==> src/rtl/mod7_conv_ctrl.sv <==
// mod7_conv_ctrl: LSB-first binary-to-residue (mod 7) converter driving a shared 2^n mod 7 LUT.
// Optional MOD7_CONV_EARLY_EXIT_EN: finish as soon as no set bits remain.
module mod7_conv_ctrl #(
    parameter int WIDTH = 32
) (
    input  logic             clk,
    input  logic             rst_n,
    input  logic             in_valid,
    output logic             in_ready,
    input  logic [WIDTH-1:0] in_data,
    output logic [31:0]      lut_n,
    input  logic [31:0]      lut_val,
    output logic             out_valid,
    input  logic             out_ready,
    output logic [2:0]       out_res,
    output logic             busy
);
    typedef enum logic [1:0] {IDLE, RUN, DONE} state_t;
    state_t state;
    logic [WIDTH-1:0] shreg;
    logic [2:0] acc, acc_nxt;
    logic [3:0] s, d;
    logic last, unused_lut;
    assign unused_lut = ^lut_val[31:3];
    assign in_ready = state == IDLE;
    assign s = {1'b0, acc} + {1'b0, lut_val[2:0]};
    assign d = s - 4'd7;
    // a LUT response of 7 folds back to the same acc, i.e. contributes 0
    assign acc_nxt = shreg[0] ? (s >= 4'd7 ? d[2:0] : s[2:0]) : acc;
`ifdef MOD7_CONV_EARLY_EXIT_EN
    assign last = lut_n == 32'(WIDTH - 1) || (shreg >> 1) == '0;
`else
    assign last = lut_n == 32'(WIDTH - 1);
`endif
    always_ff @(posedge clk or negedge rst_n) begin
        if (!rst_n) begin
            state     <= IDLE;
            shreg     <= '0;
            acc       <= '0;
            lut_n     <= '0;
            out_valid <= 1'b0;
            out_res   <= '0;
            busy      <= 1'b0;
        end else begin
            case (state)
                IDLE: if (in_valid) begin
                    shreg <= in_data;
                    acc   <= '0;
                    lut_n <= '0;
                    busy  <= 1'b1;
                    state <= RUN;
                end
                RUN: begin
                    acc   <= acc_nxt;
                    shreg <= shreg >> 1;
                    lut_n <= last ? '0 : lut_n + 32'd1;
                    if (last) begin
                        out_res   <= acc_nxt;
                        out_valid <= 1'b1;
                        state     <= DONE;
                    end
                end
                DONE: if (out_ready) begin
                    out_valid <= 1'b0;
                    busy      <= 1'b0;
                    state     <= IDLE;
                end
                default: state <= IDLE;
            endcase
        end
    end
endmodule
==> config.mk <==
export PLATFORM = sky130hd
export DESIGN_NAME = mod7_conv_ctrl
export DESIGN_NICKNAME = d
export VERILOG_FILES = /design/src/rtl/mod7_conv_ctrl.sv
export SDC_FILE = /design/constraint.sdc
export NUM_CORES = 1
export LEC_CHECK = 0
export ABC_AREA = 1
export ABC_CLOCK_PERIOD_IN_PS = 2300
export BUFFER_PORTS_ARGS = -buffer_cell sky130_fd_sc_hd__buf_2
export CORE_UTILIZATION = 50
export CTS_BUF_LIST = sky130_fd_sc_hd__clkbuf_16
export CTS_CLUSTER_DIAMETER = 200
export DETAILED_ROUTE_END_ITERATION = 16
export GPL_TIMING_DRIVEN = 0
export PLACE_DENSITY_LB_ADDON = 0.12
export SLEW_MARGIN = 20
export SYNTH_ARGS = -nofsm -noshare
export SYNTH_HDL_FRONTEND = slang
export SYNTH_SLANG_ARGS = --single-unit
==> constraint.sdc <==
create_clock -name clk -period 2.3 [get_ports clk]
set_input_delay 0.46 -clock clk [delete_from_list [all_inputs] [get_ports clk]]
set_output_delay 0.46 -clock clk [all_outputs]
set_load 0.005 [all_outputs]
==> impl_metrics.ini <==
[setup_path]
worst_path_most_repeated_cell = nand2_1
critPathMaxFanout = 4
critPathRequiredTime_ps = 2530
start_kind = flip-flop
max_stage_delay_ps = 440
crit_path_cell_trace = ha_1 > inv_1 > fa_1 > inv_1 > ha_1 > nand3_1 > nand2_1 > nand2_1 > nand3_1 > nand2_1 > nand2_1 > nand2_1
cp_slowest_cell = fa_1
path_class = reg -> reg
endpoint_kind = flip-flop
arrival_ps = 2230

[clock_network]
clockBufferDepth = 2
clockRootBuffer = clkbuf_16
postCtsSetupRepairBufs = 0
ctsHtreeMaxLevel = 3
numCtsBuffers = 9
clkTransAtPathRegs_ps = 60
cts_hold_buffers = 0
clk_latency_ps = 330
numClockSinks = 74
cts_tree = yes
ctsResizeCount = 0

[synthesis]
syn_inst = 627
synth_top_cell_by_area = dfrtp_1
synth_area_leaders = dfrtp_1 (43%), nand2_1 (18%), o21ai_0 (8.9%)
synth_fa_ha_area_share_pct = 1.91
synth_area_um2 = 4330
synth.top_cell.area_share_pct = 42.7
synthMuxAreaShare_pct = 0
synthFlopType = dfrtp_1
synth_async_sr_flop_share_pct = 100
postSynthAreaPerCell_um2 = 6.91
synth_top_family_by_area = simple AND/OR/NAND/NOR gates
synth-simple-area-share_pct = 36.9
synth_compound_area_share_pct = 10.5
yosysUniqueCellTypes = 28
synth_edf_count = 0
synth_warnings = 0
ys_seq_area_share_pct = 42.7
synth-xor-area-share_pct = 1.62
ys_ff_latch = 74
syn-num-nets = 701

[drt]
via_count = 4341
dr.pass1.iters = 5
drt_iter0_drc = 235
wl_per_cell_um = 14.5
ant_nets = 0
routed_wl_mm = 11.9
viasPerCell = 5.26
post-route-drc-count = 0

[power]
switching_power_mw = 2.54
ir_drop_uv = 588
pwr-share-comb_pct = 37.9
p_int_mw = 3.45
p_leak_nw = 2.51
clkPwrFrac_pct = 21.7
power_density_nw_per_um2 = 1160
power_frac_seq_pct = 40.3
power.total_mw = 6.00
p_sw_share_pct = 42.4

[placed_design]
place.gp.congestion = 0.992
port_buffers = 76
place_hpwl_mm = 9.19

[global_route]
gr-total-overflow = 0
grt_pass1_wl_mm = 19.3
grt_usage_pct = 28.2
grt_max_degree = 53
first_global_vias = 4082
grt_antenna_before_repair = 0

[sta]
hold_viol = 0
finClkSkew_ps = 6.45
min_period_over_period_pct = 87.2
setup_violations = 0
maxSlewHeadroom_pct = 76.4
rsz0062_at_grt = no
clock.fmax_mhz = 499
tns_ps = 0
worstMarginPinSlew_ps = 353
report.final.slew_viol_count = 0
layout_min_cycle_time_ps = 2010

[floorplan]
die_h_um = 95.1
dieWidth_um = 95.1
initial_utilization_pct = 52.2
num_rows = 33
die_area_um2 = 9040
io_pins = 106
core_area_um2 = 8300

[cells_and_area]
layout.nets = 789
final_cell_mix = nand2_1 (209), nor2_1 (101), buf_2 (90), o21ai_0 (77), dfrtp_1 (74)
drive_above_1_share_pct = 17.9
final_util_pct = 62.0
final_common_cell = nand2_1
antenna_cells = 0
syn2layout_area_growth_pct = 18.8

[run_status]
outcome = complete, no violations

[worst_hold_path]
hold_class = in -> async

[job]
maxCapViolCount = 0
-- metrics by stage --
| step | setup slack, ps | cell area (um^2) | hold slack (ps) | cells |
|---|---|---|---|---|
| floorplan | 391 | 4330 | 164 | 627 |
| global placement | 166 | 4840 | 460 | 808 |
| detailed placement | 146 | 4870 | 385 | 809 |
| CTS | 281 | 5150 | 30.7 | 825 |
| global route | 116 | 5150 | 41.9 | 825 |
| finish | 295 | 5150 | 24.1 | 825 |
-- area by class of cell --
class	count	area, um^2
multi-input cells	485	2200
plain buffers	18	86.3
well taps	105	131
clock buffers	9	225
flip-flops and latches	74	1850
repair buffers	77	410
fillers	804	3150
clock inverters	7	47.5
inverters	50	189
-- flip-flops by register name (all words and copies together) (netlist names) --
name,flops
shreg,32
busy,1
out_res,3
lut_n,32
state,2
out_valid,1
acc,3
-- cell usage after synthesis (2+ instances only) --
library cell,n
o22ai_1,3
o21ai_1,3
inv_1,46
a21oi_1,2
o21ai_0,77
nor2_2,6
nand4_1,5
nor2_4,4
dfrtp_1,74
nor2_1,101
clkbuf_1,3
nand3_2,3
inv_2,2
buf_2,15
nand3_1,46
ha_1,5
nand2_2,6
nand2_1,209
xor2_1,8
-- final timing paths --
check	from	endpoint	slack, ps	cells past startpoint
worst min-delay path	rst_n	acc[2]	20	1
worst min register to register	shreg[14]	shreg[14]	480	2
worst max register to register	acc[0]	acc[0]	290	12
min in group clk	out_ready	state[1]	310	2
max in group asynchronous	rst_n	lut_n[7]	1710	2
worst max-delay path	acc[0]	acc[0]	290	12
-- power by group through the flow --
| stage | registers [mW] | logic, mW | clock network [mW] |
|---|---|---|---|
| final | 2.42 | 2.27 | 1.30 |
| after global routing | 2.50 | 2.63 | 1.37 |
| after CTS | 2.41 | 2.29 | 1.31 |
| after detailed placement | 2.43 | 2.27 | 0 |
| after global placement | 2.40 | 2.22 | 0 |
| after floorplan | 2.31 | 1.52 | 0 |
-- critical path: cells and delay by family (launching register included) --
family,cells,cell delay (ps)
buf+inv,2,170
fa+ha+maj,3,790
flops,1,410
simple gates,7,540
-- kinds of logic after synthesis --
| logic type | after synthesis |
|---|---|
| XOR/XNOR | 8 |
| AND/OR/NAND/NOR | 383 |
| buffers and inverters | 68 |
| flip-flops | 74 |
| adder cells (fa/ha/maj) | 6 |
| AO/OA/AOI/OAI | 88 |
-- routing by layer --
layer / track usage, % / part of all wire [%]
met4: 9.85 / 2.1
met3: 5.34 / 4.8
met1: 35.7 / 45
met2: 47.9 / 49
met5: 0 / 0
Power figures use the tool's default switching activity.
